### src/rtl/cpu_types_pkg.sv
// Shared pipeline types: forwarding select encoding and hazard FSM states.
package cpu_types_pkg;

   typedef enum logic [1:0] {
      FWD_NONE  = 2'd0,
      FWD_EXMEM = 2'd1,
      FWD_MEMWB = 2'd2
   } fwd_sel_t;

   typedef enum logic [1:0] {
      HZ_RUN  = 2'd0,
      HZ_LU   = 2'd1,
      HZ_MEMW = 2'd2
   } hz_state_t;

endpackage

### src/rtl/fwd_select.sv
// Forwarding source selection for one register operand.
// EX/MEM wins over MEM/WB. A load in EX/MEM has no data yet, so it is skipped.
module fwd_select
   import cpu_types_pkg::*;
#(
   parameter int unsigned REG_W  = 5,
   parameter int unsigned FWD_WB = 1
) (
   input  logic             en,
   input  logic [REG_W-1:0] src,
   input  logic [REG_W-1:0] exmem_wsel,
   input  logic             exmem_regwr,
   input  logic             exmem_dren,
   input  logic [REG_W-1:0] memwb_wsel,
   input  logic             memwb_regwr,
   output logic [1:0]       sel
);

   logic src_nz;
   assign src_nz = (src != '0);

   // Priority compare of the operand against the two younger writers.
   always_comb begin
      sel = FWD_NONE;
      if (en && src_nz) begin
         if (exmem_regwr && (exmem_wsel == src) && !exmem_dren) begin
            sel = FWD_EXMEM;
         end else if ((FWD_WB != 0) && memwb_regwr && (memwb_wsel == src)) begin
            sel = FWD_MEMWB;
         end
      end
   end

endmodule

### src/rtl/hazard_ctrl_unit.sv
// Hazard and forwarding controller for the 5-stage pipeline: operand/store
// forwarding selects, programmable load-use stall, data-memory freeze, and
// branch flush. Drives every pipeline latch enable and flush.
module hazard_ctrl_unit
   import cpu_types_pkg::*;
#(
   parameter int unsigned REG_W    = 5,
   parameter int unsigned LU_STALL = 1,
   parameter int unsigned FWD_WB   = 1
) (
   input  logic             CLK,
   input  logic             nRST,
   input  logic [REG_W-1:0] ifid_rs,
   input  logic [REG_W-1:0] ifid_rt,
   input  logic             ifid_use_rt,
   input  logic [REG_W-1:0] idex_rs,
   input  logic [REG_W-1:0] idex_rt,
   input  logic [REG_W-1:0] idex_wsel,
   input  logic             idex_regwr,
   input  logic             idex_dren,
   input  logic             idex_dwen,
   input  logic [REG_W-1:0] exmem_wsel,
   input  logic             exmem_regwr,
   input  logic             exmem_dren,
   input  logic             exmem_dwen,
   input  logic             dhit,
   input  logic             ihit,
   input  logic [REG_W-1:0] memwb_wsel,
   input  logic             memwb_regwr,
   input  logic             br_taken,
   output logic [1:0]       fwd_a,
   output logic [1:0]       fwd_b,
   output logic [1:0]       fwd_sw,
   output logic             pc_en,
   output logic             ifid_en,
   output logic             ifid_flush,
   output logic             idex_en,
   output logic             idex_flush,
   output logic             exmem_en,
   output logic             memwb_en,
   output logic             hz_busy
);

   localparam logic [1:0] LU_INIT = 2'(LU_STALL);

   hz_state_t  state_q, state_d;
   hz_state_t  ret_q, ret_d;
   hz_state_t  eff_state;
   logic [1:0] lu_cnt_q, lu_cnt_d;
   logic [1:0] lu_eff;
   logic       lu_hit, lu_active, mem_wait;
   logic [1:0] sel_a, sel_b, sel_sw;

   // A load always writes its destination; the write flag adds nothing here.
   logic unused_idex_regwr;
   assign unused_idex_regwr = idex_regwr;

   fwd_select #(.REG_W(REG_W), .FWD_WB(FWD_WB)) u_fwd_rs (
      .en          (1'b1),
      .src         (idex_rs),
      .exmem_wsel  (exmem_wsel),
      .exmem_regwr (exmem_regwr),
      .exmem_dren  (exmem_dren),
      .memwb_wsel  (memwb_wsel),
      .memwb_regwr (memwb_regwr),
      .sel         (sel_a)
   );

   fwd_select #(.REG_W(REG_W), .FWD_WB(FWD_WB)) u_fwd_rt (
      .en          (1'b1),
      .src         (idex_rt),
      .exmem_wsel  (exmem_wsel),
      .exmem_regwr (exmem_regwr),
      .exmem_dren  (exmem_dren),
      .memwb_wsel  (memwb_wsel),
      .memwb_regwr (memwb_regwr),
      .sel         (sel_b)
   );

   fwd_select #(.REG_W(REG_W), .FWD_WB(FWD_WB)) u_fwd_sw (
      .en          (idex_dwen),
      .src         (idex_rt),
      .exmem_wsel  (exmem_wsel),
      .exmem_regwr (exmem_regwr),
      .exmem_dren  (exmem_dren),
      .memwb_wsel  (memwb_wsel),
      .memwb_regwr (memwb_regwr),
      .sel         (sel_sw)
   );

   // Hazard detection; HZ_MEMW behaves as the state it interrupted.
   always_comb begin
      eff_state = (state_q == HZ_MEMW) ? ret_q : state_q;
      mem_wait  = (exmem_dren || exmem_dwen) && !dhit;
      lu_hit    = idex_dren && (idex_wsel != '0) &&
                  ((idex_wsel == ifid_rs) || (ifid_use_rt && (idex_wsel == ifid_rt)));
      lu_active = (eff_state == HZ_LU) || lu_hit;
      // The detection cycle is itself the first bubble, so it consumes one count.
      lu_eff    = (eff_state == HZ_LU) ? lu_cnt_q : LU_INIT;
   end

   // Next state: mem wait > branch > load-use > run.
   always_comb begin
      state_d  = state_q;
      ret_d    = ret_q;
      lu_cnt_d = lu_cnt_q;
      if (mem_wait) begin
         state_d = HZ_MEMW;
         ret_d   = eff_state;
      end else if (br_taken) begin
         state_d  = HZ_RUN;
         ret_d    = HZ_RUN;
         lu_cnt_d = '0;
      end else if (lu_active) begin
         ret_d = HZ_RUN;
         if (lu_eff <= 2'd1) begin
            state_d  = HZ_RUN;
            lu_cnt_d = '0;
         end else begin
            state_d  = HZ_LU;
            lu_cnt_d = lu_eff - 2'd1;
         end
      end else begin
         state_d  = HZ_RUN;
         ret_d    = HZ_RUN;
         lu_cnt_d = '0;
      end
   end

   // FSM, return state and stall counter registers.
   always_ff @(posedge CLK or negedge nRST) begin
      if (!nRST) begin
         state_q  <= HZ_RUN;
         ret_q    <= HZ_RUN;
         lu_cnt_q <= '0;
      end else begin
         state_q  <= state_d;
         ret_q    <= ret_d;
         lu_cnt_q <= lu_cnt_d;
      end
   end

   // Latch controls; everything is forced low while reset is asserted.
   always_comb begin
      pc_en      = 1'b0;
      ifid_en    = 1'b0;
      ifid_flush = 1'b0;
      idex_en    = 1'b0;
      idex_flush = 1'b0;
      exmem_en   = 1'b0;
      memwb_en   = 1'b0;
      hz_busy    = 1'b0;
      fwd_a      = FWD_NONE;
      fwd_b      = FWD_NONE;
      fwd_sw     = FWD_NONE;
      if (nRST) begin
         fwd_a   = sel_a;
         fwd_b   = sel_b;
         fwd_sw  = sel_sw;
         hz_busy = (state_q != HZ_RUN);
         if (!mem_wait) begin
            pc_en    = 1'b1;
            ifid_en  = 1'b1;
            idex_en  = 1'b1;
            exmem_en = 1'b1;
            memwb_en = 1'b1;
            if (br_taken) begin
               ifid_flush = 1'b1;
               idex_flush = 1'b1;
            end else if (lu_active) begin
               pc_en      = 1'b0;
               ifid_en    = 1'b0;
               idex_flush = 1'b1;
            end else if (!ihit) begin
               pc_en      = 1'b0;
               ifid_flush = 1'b1;
            end
         end
      end
   end

endmodule

### config.mk
export PLATFORM = sky130hd
export DESIGN_NAME = hazard_ctrl_unit
export DESIGN_NICKNAME = d
export VERILOG_FILES = /design/src/rtl/cpu_types_pkg.sv /design/src/rtl/fwd_select.sv /design/src/rtl/hazard_ctrl_unit.sv
export SDC_FILE = /design/constraint.sdc
export NUM_CORES = 1
export LEC_CHECK = 0
export ABC_AREA = 1
export BUFFER_PORTS_ARGS = -buffer_cell sky130_fd_sc_hd__buf_2
export CAP_MARGIN = 5
export CORE_ASPECT_RATIO = 0.6
export CORE_MARGIN = 1.5
export CORE_UTILIZATION = 46
export DETAILED_ROUTE_END_ITERATION = 16
export PLACE_DENSITY = 0.8
export SYNTH_ARGS = -nofsm -noshare
export SYNTH_HDL_FRONTEND = slang
export SYNTH_HIERARCHICAL = 1
export SYNTH_SLANG_ARGS = --single-unit
### constraint.sdc
create_clock -name CLK -period 1.61 [get_ports CLK]
set_input_delay 0.322 -clock CLK [delete_from_list [all_inputs] [get_ports CLK]]
set_output_delay 0.322 -clock CLK [all_outputs]
set_load 0.1 [all_outputs]
# After elaboration in Yosys (flattened, before gate mapping)
# Cells that the tools add are included.
[classes]
eq_ne = 8
order_cmp = 1
add_sub_neg = 1
n_reduce_logical = 20
mux = 41
[ops]
columns = ["op", "count"]
rows = [
  ["$mux W2", 19],
  ["$eq A5 B5 Y1", 6],
  ["$mux W1", 22],
  ["$reduce_bool A5 Y1", 3],
  ["$logic_and A1 B1 Y1", 11],
  ["$logic_or A1 B1 Y1", 3],
  ["$eq A2 B1 Y1 const B", 1],
  ["$eq A2 B2 Y1 const B", 1],
  ["$le A2 B1 Y1 const B", 1],
  ["$logic_not A1 Y1", 2],
  ["$reduce_bool A2 Y1", 1],
  ["$sub A2 B1 Y2 const B", 1],
]
[totals]
in_bits = 48
register_bits = 6

# Depth between registers and ports, before layout
# Gate-level depths: netlist of the first run.
[logic_depth]
depth_word = 9
ltp_mapped = 11
depth_no_buf = 11

# Modules after synthesis
# Netlist of the first run, hierarchy kept.
[by_module_without_submodules]
columns = ["module", "instances", "cells_per_inst", "area_each_um2"]
rows = [
  ["fwd_select", 3, 56, 225.2],
  ["hazard_ctrl_unit", 1, 105, 575.6],
]

# Least setup slack after synthesis of the first run
# OpenSTA, ideal clock, no wires.
[synth_path]
kind = "input to output"
startpoint = "input port exmem_dwen"
endpoint = "output port ifid_flush"
stages = 5
required_ns = 1.288
path_buffers = 0
path_slack_ns = -1.561
arrival_time_ns = 2.849
cell_sequence = "nor2_1 nor2_4 nor2_2 nand2_2 nor2_1"
[synth_via]
elab_chain_len = 4
[synth_rtl]
columns = ["element", "line", "text"]
rows = [
  ["from (decl)", "hazard_ctrl_unit.sv:25", "input logic exmem_dwen,"],
  ["$logic_or A1 B1 Y1", "hazard_ctrl_unit.sv:94", "mem_wait = (exmem_dren || exmem_dwen) && !dhit;"],
  ["$logic_and A1 B1 Y1", "hazard_ctrl_unit.sv:94", ""],
  ["named net mem_wait", "hazard_ctrl_unit.sv:51", "logic lu_hit, lu_active, mem_wait;"],
  ["$mux W1", "hazard_ctrl_unit.sv:161", "if (!mem_wait) begin"],
  ["$mux W1", "hazard_ctrl_unit.sv:156", "if (nRST) begin"],
  ["to (decl)", "hazard_ctrl_unit.sv:36", "output logic ifid_flush,"],
]
# The timed path passes the listed nets, and every way through them passes these cells.

# Worst setup path after layout of the first run
[layout_path]
startpoint = "register state_q[0]"
endpoint = "output port ifid_en"
[layout_via]
elab_chain_len = 8
[layout_rtl]
columns = ["element", "line", "text"]
rows = [
  ["from (decl)", "hazard_ctrl_unit.sv:46", "hz_state_t state_q, state_d;"],
  ["from (signal assigned)", "hazard_ctrl_unit.sv:137", "state_q <= state_d;"],
  ["$eq A2 B2 Y1", "hazard_ctrl_unit.sv:93", "eff_state = (state_q == HZ_MEMW) ? ret_q : state_q;"],
  ["$mux W2 (*)", "hazard_ctrl_unit.sv:93", ""],
  ["$eq A2 B1 Y1 (*)", "hazard_ctrl_unit.sv:97", "lu_active = (eff_state == HZ_LU) || lu_hit;"],
  ["$logic_or A1 B1 Y1 (*)", "hazard_ctrl_unit.sv:97", ""],
  ["$mux W1 (*)", "hazard_ctrl_unit.sv:170", "end else if (lu_active) begin"],
  ["$mux W1 (*)", "hazard_ctrl_unit.sv:167", "if (br_taken) begin"],
  ["$mux W1 (*)", "hazard_ctrl_unit.sv:161", ""],
  ["$mux W1 (*)", "hazard_ctrl_unit.sv:156", ""],
  ["to (decl)", "hazard_ctrl_unit.sv:35", "output logic ifid_en,"],
]
# Mark *: on every way between the ends. The rest lies on a longest branch, timed or not.

==> results.json, run 1 <==
{
  "start_util": 0.4926,
  "final_nets": 392,
  "status": "finished, violations left",
  "yosysMostFrequentCell": "nand2_1",
  "required_ns": 1.29,
  "core_mm2": 0.002540,
  "critPathKind": "reg2out",
  "drcViolationCount": 0,
  "drt_wl_total_um": 4987,
  "power.total_uw": 971.7,
  "insertion_delay_ns": 0.23,
  "whs_ns": 0.02132,
  "synth.ff_latch_count": 6,
  "min_period_over_period": 1.189,
  "grt_antenna_before_repair": 0,
  "avgRoutedWirePerCell_um": 13.33,
  "r2r-start": "state_q[0]$_DFF_PN0_",
  "cts.sinks": 6,
  "grt_remaining_overflow": 0,
  "first_iter_violations": 232,
  "row_count": 14,
  "dieArea_mm2": 0.003052,
  "startpoint": "state_q[0]$_DFF_PN0_",
  "gp_congestion": 0.8829,
  "grt_pass1_vias": 1454,
  "p_leak_uw": 0.001294,
  "ys_async_sr_fraction": 1.000,
  "ir_worst_vdd_mv": 0.2925,
  "cp.arrival_ns": 1.59,
  "vias": 1893,
  "min_period_ns": 1.915,
  "clk_path_buf_depth": 2,
  "post-route-util": 0.8793,
  "portBuffers": 60,
  "first_pass_iters": 6,
  "place_hpwl_um": 2990,
  "antennaDiodeCount": 0,
  "layout-drive-gt1-share": 0.3947,
  "synth-seq-area-share": 0.1200,
  "root_buffer": "clkbuf_8",
  "syn_area_mm2": 0.001251,
  "synth_top_area_cell": "nand2_1",
  "critPathLaunchType": "flip-flop",
  "hold_violations": 0,
  "die_w_um": 70.33,
  "synth_top_cells_by_count": "nand2_1, inv_1, nor2_1",
  "ios": 62,
  "num-fill-cells": 135,
  "critical_path.max_fanout": 3,
  "synthDistinctLibCells": 20,
  "grt_max_degree": 13,
  "synth_edf_count": 0,
  "routed_via_density": 5.061,
  "drv_cap": 0,
  "setup_ws_ns": -0.3048,
  "die_h_um": 43.40,
  "syn_to_final_growth_pct": 78.50,
  "track_usage": 0.2640,
  "cts_made_buffers": 3,
  "fmax_mhz": 522.2,
  "cts_hold_buf": 0,
  "yosys_warnings": 6,
  "grt_first_pass_wirelength_um": 6396,
  "syn_avg_cell_area_um2": 4.583,
  "violations": "negative setup slack",
  "path_clk_slew_ns": 0.04,
  "slew_viol_final": 0,
  "cts_tree": "built",
  "fin_worst_skew_ns": 0.004134,
  "grt_setup_unrepaired": "yes",
  "power_density_mw_per_mm2": 435.1,
  "min_path_type": "in2async",
  "synth-main-ff-cell": "dfrtp_1",
  "postRouteAntennaNets": 0,
  "crit_path_end_kind": "primary output",
  "syn_inst": 273,
  "cts_max_level": 1,
  "final-setup-viol-count": 8,
  "synth_area_leaders": "nand2_1, inv_1, nor2_1, dfrtp_1, xor2_1",
  "synth_top_cell_area_share": 0.3210
}
==> cells in the final DEF, fill, tap and decap left out, types with 3 or more instances in the layout <==
cell and instances:
nor2_2 9, buf_4 10, clkbuf_8 3, nand4_1 5
nand2_4 3, nand2_2 12, buf_2 28, inv_4 6
buf_6 5, nor2_1 37, inv_2 15, nand2_1 95
buf_12 19, nor2_4 7, nand3_1 7, buf_8 5
dfrtp_1 6, inv_1 43, xor2_1 6, clkinvlp_4 8
==> kinds of logic (layout without fill, tap and decap cells) <==
| family | count (synthesis) | in the layout | share of synthesized area |
|---|---|---|---|
| buf+inv | 76 | 144 | 0.2340 |
| xor+xnor | 7 | 7 | 0.04900 |
| compound gates | 6 | 6 | 0.02900 |
| other cells | 1 | 2 | 0.002997 |
| flops | 6 | 6 | 0.1200 |
| simple gates | 177 | 177 | 0.5650 |
==> per-stage QoR <==
stage	TNS, ns	instances	setup slack [ns]	cell area (um^2)
after floorplan	-1.814	274	-0.4375	1320
after global placement	-0.6809	367	-0.2408	1863
after detailed placement	-0.9371	367	-0.2980	1863
after CTS	-0.8019	373	-0.2343	2029
after global routing	-1.757	374	-0.3851	2233
final	-1.176	374	-0.3048	2233
==> report_power, final <==
part	leakage [uW]	internal, uW	switching (uW)
combinational	0.00119	235	348
clock	0.0000216	161	72.4
sequential	0.0000822	153	1.65
==> registers in the layout, summed over array words and instances (netlist names) <==
signal    cells
lu_cnt_q      2
ret_q         2
state_q       2
==> worst max-delay path, stage by stage, from the launching register on <==
cell and delay [ns]:
dfrtp_1 0.40, o21a_1 0.22, nor2_2 0.12, inv_1 0.07
nand2_2 0.09, nand2_2 0.07, nand2_4 0.11, clkinvlp_4 0.11
buf_12 0.17
==> area by class of cell <==
cell class                      instances  area (um^2)  share of cell area
Clock buffer                            3        41.29             0.01849
Inverter                               74        340.3              0.1524
Multi-Input combinational cell        192        934.6              0.4185
Sequential cell                         6        150.1             0.06723
Tap cell                               32        40.04             0.01793
Timing Repair Buffer                   67        726.9              0.3255
==> layer usage <==
layer  GRT usage  vias up  share of wire
li1            -      912              -
met1      0.3897      812           0.39
met2      0.4189      139           0.46
met3     0.04651       30          0.095
met4     0.03462        0          0.049
met5           0        -              0
==> path summary, 6_finish.rpt <==
check | end | slack, ns | depth (start not counted)
setup / recovery | ifid_en | -0.30 | 8
hold / removal | state_q[0]$_DFF_PN0_ | 0.02 | 2
setup reg to reg | lu_cnt_q[1]$_DFFE_PN0N_ | 0.34 | 5
hold reg to reg | lu_cnt_q[0]$_DFFE_PN0N_ | 0.54 | 1
max in group asynchronous | ret_q[1]$_DFF_PN0_ | 1.44 | 2
min in group CLK | state_q[1]$_DFF_PN0_ | 0.32 | 2
==> repair_timing <==
item / in CTS / in global routing
resized for setup: 34 / 72
buffers inserted: 3 / 1
endpoints found under the setup margin: 10 / 10
pin swaps: 20 / 35
(Power assumes the default switching activity.)
==> run 2: changes to the inputs <==
--- a/config.mk
+++ b/config.mk
@@ -6,13 +6,14 @@
 export NUM_CORES = 1
 export LEC_CHECK = 0
 export ABC_AREA = 1
+export ABC_CLOCK_PERIOD_IN_PS = 1610
 export BUFFER_PORTS_ARGS = -buffer_cell sky130_fd_sc_hd__buf_2
 export CAP_MARGIN = 5
 export CORE_ASPECT_RATIO = 0.6
 export CORE_MARGIN = 1.5
 export CORE_UTILIZATION = 46
 export DETAILED_ROUTE_END_ITERATION = 16
-export PLACE_DENSITY = 0.8
+export PLACE_DENSITY = 0.77
 export SYNTH_ARGS = -nofsm -noshare
 export SYNTH_HDL_FRONTEND = slang
 export SYNTH_HIERARCHICAL = 1
==> run 2 against run 1 <==
Power grew 4.0%. The run still ends with negative setup slack left. Highest routed layer unchanged. Sequential share of layout area shrank 0.22 points. First-iteration DRC count shrank 17%. Combinational power increased by 6.3%. Largest cell class unchanged.
==> results.json, run 2 (synthesized netlist as in run 1, its figures left out) <==
{
  "status": "finished, violations left",
  "violations": "negative setup slack",
  "seqCellArea_um2": 150.1,
  "top_layer_used": "met4",
  "min_period_ns": 1.921,
  "cts_made_buffers": 3,
  "routed_via_density": 5.256,
  "core_mm2": 0.002540,
  "start_util": 0.4926,
  "clk_path_buf_depth": 2,
  "startpoint": "state_q[1]$_DFF_PN0_",
  "final_cell_mix": "nand2_1, inv_1, nor2_1",
  "cts.sinks": 6,
  "crit_path_end_kind": "primary output",
  "multi_input_area_um2": 984.7,
  "power.total_uw": 1011,
  "cts_hold_buf": 0,
  "whs_ns": 0.03103,
  "ios": 62,
  "first_pass_iters": 6,
  "drcViolationCount": 0,
  "grt_max_degree": 13,
  "slew_viol_final": 0,
  "slowest_delay_ns": 0.41,
  "place_hpwl_um": 2942,
  "grt_first_pass_wirelength_um": 5851,
  "seq_power_share": 0.154,
  "final-setup-viol-count": 10,
  "drt-met1-wl_um": 2173,
  "insertion_delay_ns": 0.23,
  "finalSetupTns_ns": -1.432,
  "portBuffers": 60,
  "row_count": 14,
  "layout-drive-gt1-share": 0.4315,
  "final_nets": 393,
  "critical_path.max_fanout": 3,
  "die_w_um": 70.33,
  "grt_pass1_vias": 1361,
  "cts_tree": "built",
  "final_common_cell": "nand2_1",
  "p_switching_uw": 449.4,
  "fmax_mhz": 520.6,
  "setup_ws_ns": -0.3108,
  "power_density_mw_per_mm2": 437.7,
  "met3_length_um": 636,
  "crit_chain": "a21oi_2 > nor2_1 > inv_1 > nand2_2 > buf_4 > o21ai_4 > clkinvlp_4 > buf_12",
  "p_comb_frac": 0.613,
  "antennaDiodeCount": 0,
  "grt_setup_unrepaired": "yes",
  "swShare": 0.4445,
  "avgRoutedWirePerCell_um": 14.62,
  "drv_cap": 0,
  "crit_slowest_cell": "dfrtp_1",
  "grt_remaining_overflow": 0,
  "ir_worst_vdd_mv": 0.2664,
  "p_leak_uw": 0.001302,
  "wl_met2_um": 2466,
  "num-fill-cells": 121,
  "cp_top_family": "buffers and inverters",
  "intPower_uw": 561.6,
  "critPathBufInv": 4,
  "grt_antenna_before_repair": 0,
  "critPathLaunchType": "flip-flop",
  "die_h_um": 43.40,
  "min_path_type": "in2async",
  "root_buffer": "clkbuf_8",
  "hold_violations": 0,
  "cts_max_level": 1,
  "gp_congestion": 0.8741,
  "first_iter_violations": 193,
  "r2r-start": "state_q[0]$_DFF_PN0_",
  "reg_top3": "lu_cnt_q: 2 flops, ret_q: 2 flops, state_q: 2 flops",
  "drt_wl_total_um": 5481,
  "vias": 1971,
  "min_period_over_period": 1.193,
  "path_clk_slew_ns": 0.04,
  "cp.arrival_ns": 1.60,
  "syn_to_final_growth_pct": 84.60,
  "track_usage": 0.2415,
  "required_ns": 1.29,
  "r2r_cells": 5,
  "postRouteAntennaNets": 0,
  "clkPwrFrac": 0.233,
  "critPathKind": "reg2out",
  "fin_worst_skew_ns": 0.007084,
  "path_depth": 8,
  "dieArea_mm2": 0.003052
}
-- run 2: cell count changes in the layout (fill, tap and decap cells not counted), sizes merged --
| cell | change |
|---|---|
| buf | +1 |
| clkinv | +1 |
| inv | -1 |
-- run 2: path summary, 6_finish.rpt --
check	slack [ns]	end
hold reg to reg	0.51	lu_cnt_q[0]$_DFFE_PN0N_
max in group asynchronous	1.42	state_q[0]$_DFF_PN0_
min in group CLK	0.45	state_q[1]$_DFF_PN0_
hold / removal	0.03	state_q[1]$_DFF_PN0_
setup / recovery	-0.31	idex_flush
setup reg to reg	0.35	lu_cnt_q[1]$_DFFE_PN0N_
-- run 2: what timing repair did --
item | 4_1_cts | 5_1_grt
setup endpoints to repair | 10 | 10
setup buffers | 1 | 2
pin swaps | 15 | 45
gates resized for setup | 26 | 102
-- run 2: layout make-up --
| cell class | instances | share of cell area |
|---|---|---|
| Tap cell | 32 | 0.01733 |
| Multi-Input combinational cell | 192 | 0.4263 |
| Sequential cell | 6 | 0.06501 |
| Clock buffer | 3 | 0.01788 |
| Timing Repair Buffer | 68 | 0.3239 |
| Inverter | 74 | 0.1495 |
-- run 2: layer usage --
metal,up-vias,track usage
met5,-,0
met3,32,0.05814
met4,0,0.01538
met1,858,0.3649
li1,913,-
met2,168,0.3679
-- run 2: power groups by stage --
stage | Sequential (uW) | Combinational (uW) | Clock, uW
floorplan | 156 | 277 | 0
global route | 155 | 655 | 247
detailed placement | 156 | 468 | 0
finish | 155 | 620 | 236
CTS | 154 | 494 | 234
global placement | 156 | 461 | 0
-- run 2: per-stage QoR --
step | cells | area, um^2 | worst slack (ns) | utilization
2_1_floorplan | 274 | 1320 | -0.4375 | -
3_3_place_gp | 369 | 1878 | -0.2476 | 0.7394
3_5_place_dp | 369 | 1878 | -0.2829 | 0.7394
4_1_cts | 373 | 2001 | -0.2336 | 0.7877
5_1_grt | 375 | 2310 | -0.3550 | 0.9094
6_report | 375 | 2310 | -0.3108 | 0.9094
==> run 3: changes to the inputs <==
--- a/config.mk
+++ b/config.mk
@@ -6,14 +6,16 @@
 export NUM_CORES = 1
 export LEC_CHECK = 0
 export ABC_AREA = 1
-export ABC_CLOCK_PERIOD_IN_PS = 1610
+export ABC_CLOCK_PERIOD_IN_PS = 2440
 export BUFFER_PORTS_ARGS = -buffer_cell sky130_fd_sc_hd__buf_2
 export CAP_MARGIN = 5
+export CELL_PAD_IN_SITES_DETAIL_PLACEMENT = 0
+export CELL_PAD_IN_SITES_GLOBAL_PLACEMENT = 1
 export CORE_ASPECT_RATIO = 0.6
 export CORE_MARGIN = 1.5
-export CORE_UTILIZATION = 46
+export CORE_UTILIZATION = 30
 export DETAILED_ROUTE_END_ITERATION = 16
-export PLACE_DENSITY = 0.77
+export PLACE_DENSITY = 0.83
 export SYNTH_ARGS = -nofsm -noshare
 export SYNTH_HDL_FRONTEND = slang
 export SYNTH_HIERARCHICAL = 1
==> constraint.sdc (replaced) <==
create_clock -name CLK -period 2.44 [get_ports CLK]
set_input_delay 0.488 -clock CLK [delete_from_list [all_inputs] [get_ports CLK]]
set_output_delay 0.488 -clock CLK [all_outputs]
set_load 0.1 [all_outputs]
==> run 3 against run 2 <==
The run now ends clean. Setup slack improved by 0.54 ns. Global-route usage fell by 7.0 points. Clock power fell by 36%. Utilization fell by 44 points.
==> results.json, run 3 (synthesized netlist as in run 1, its figures left out) <==
{
  "critPathKind": "in2out",
  "die_w_um": 86.38,
  "crit_top_cell": "buf_2",
  "crit_slowest_cell": "buf_2",
  "reg_top3": "lu_cnt_q: 2 flops, ret_q: 2 flops, state_q: 2 flops",
  "cp.arrival_ns": 1.72,
  "portBuffers": 60,
  "fin_worst_skew_ns": 0.0001410,
  "avgRoutedWirePerCell_um": 9.321,
  "num-fill-cells": 433,
  "place_hpwl_um": 3081,
  "r2r-start": "state_q[1]$_DFF_PN0_",
  "final_common_cell": "nand2_1",
  "dieArea_mm2": 0.004580,
  "cts_resized": 0,
  "grt_pass1_vias": 1340,
  "hold_violations": 0,
  "row_count": 17,
  "ir_worst_vdd_mv": 0.3939,
  "cts_max_level": 1,
  "final_cell_mix": "nand2_1, inv_1, buf_2",
  "seqCellArea_um2": 150.1,
  "fmax_mhz": 453.0,
  "drcViolationCount": 0,
  "crit_path_end_kind": "primary output",
  "reg2reg_to": "lu_cnt_q[1]$_DFFE_PN0N_",
  "grt_max_degree": 13,
  "grt_setup_unrepaired": "no",
  "power_density_mw_per_mm2": 301.7,
  "r2r_cells": 5,
  "cts_hold_buf": 0,
  "core_mm2": 0.003829,
  "final_nets": 386,
  "cts_setup_buffers": 0,
  "multi_input_area_um2": 822.0,
  "start_util": 0.3268,
  "critPathBufInv": 5,
  "drt_wl_total_um": 3570,
  "first_iter_violations": 61,
  "min_period_over_period": 0.9046,
  "grt_remaining_overflow": 0,
  "antennaDiodeCount": 0,
  "ios": 62,
  "routed_via_density": 4.099,
  "cts.sinks": 6,
  "regToRegSetupSlack_ns": 1.28,
  "status": "finished, final reports clean",
  "min_period_ns": 2.207,
  "drv_cap": 0,
  "cp_top_family": "buffers and inverters",
  "gp_congestion": 0.8286,
  "cts_tree": "built",
  "p_leak_uw": 0.001243,
  "finalSetupTns_ns": 0,
  "post-route-util": 0.4654,
  "slowest_delay_ns": 0.29,
  "crit_chain": "buf_2 > inv_2 > nand4_1 > o21ai_0 > inv_1 > nand2_1 > nand2_2 > o21ai_1 > clkinvlp_4 > buf_2",
  "power.total_uw": 537.5,
  "postRouteAntennaNets": 0,
  "root_buffer": "clkbuf_8",
  "path_clk_slew_ns": 0.04,
  "required_ns": 1.95,
  "die_h_um": 53.03,
  "first_pass_iters": 4,
  "cts_made_buffers": 3,
  "critical_path.max_fanout": 3,
  "critPathLaunchType": "primary input",
  "grt_antenna_before_repair": 0,
  "slew_viol_final": 0,
  "final-setup-viol-count": 0,
  "min_path_type": "in2async",
  "clk_path_buf_depth": 2,
  "vias": 1570,
  "grt_first_pass_wirelength_um": 6016,
  "layout-drive-gt1-share": 0.2440,
  "syn_to_final_growth_pct": 42.40,
  "track_usage": 0.1720,
  "insertion_delay_ns": 0.22
}
## run 3: cell count changes in the layout (fill, tap and decap cells not counted), sizes merged
cell | previous run | this run
inv | 64 | 73
buf | 68 | 61
clkinvlp | 8 | 1
clkinv | 2 | 0
## run 3: metrics by stage
step	cell area (um^2)	hold WS, ns	cells	setup slack (ns)
floorplan	1269	0.1924	274	-0.2662
global placement	1740	0.4231	380	0.2427
detailed placement	1740	0.4268	380	0.2292
CTS	1782	0.1872	383	0.2287
global route	1782	0.2098	383	0.05458
finish	1782	0.1869	383	0.2327
## run 3: worst max path at each step
stage                             from          to  slack [ns]  depth (start not counted)
final                     idex_wsel[3]  idex_flush        0.23                         10
after CTS                 idex_wsel[3]  idex_flush        0.23                         12
after floorplan             exmem_dwen  ifid_flush       -0.27                          5
after detailed placement  idex_wsel[3]  idex_flush        0.23                         12
after global placement    idex_wsel[3]  idex_flush        0.24                         12
after global routing      idex_wsel[4]  idex_flush        0.05                         12
## run 3: layer usage
metal / vias to the layer above / part of all wire / GRT usage
met2: 48 / 0.36 / 0.2448
met4: 0 / 0.0067 / 0.04032
met3: 4 / 0.082 / 0.02340
li1: 892 / - / -
met5: - / 0 / 0
met1: 626 / 0.55 / 0.2662
## run 3: report_power, final
| part | switching (uW) | total [uW] | internal, uW |
|---|---|---|---|
| Sequential | 0.798 | 102 | 101 |
| Clock | 44.9 | 151 | 106 |
| Combinational | 190 | 285 | 94.3 |
## run 3: area by class of cell
type | count | share of cell area
multi-input cells | 192 | 0.4614
inverters | 74 | 0.1580
clock buffers | 3 | 0.02317
well taps | 47 | 0.03301
flip-flops and latches | 6 | 0.08427
repair buffers | 61 | 0.2402
## run 3: worst register-to-register path, cell delays in order (launching register included)
cell	delay, ns
dfrtp_1	0.38
a21oi_1	0.21
nor2_1	0.09
nand4_1	0.11
inv_1	0.07
a22o_1	0.17
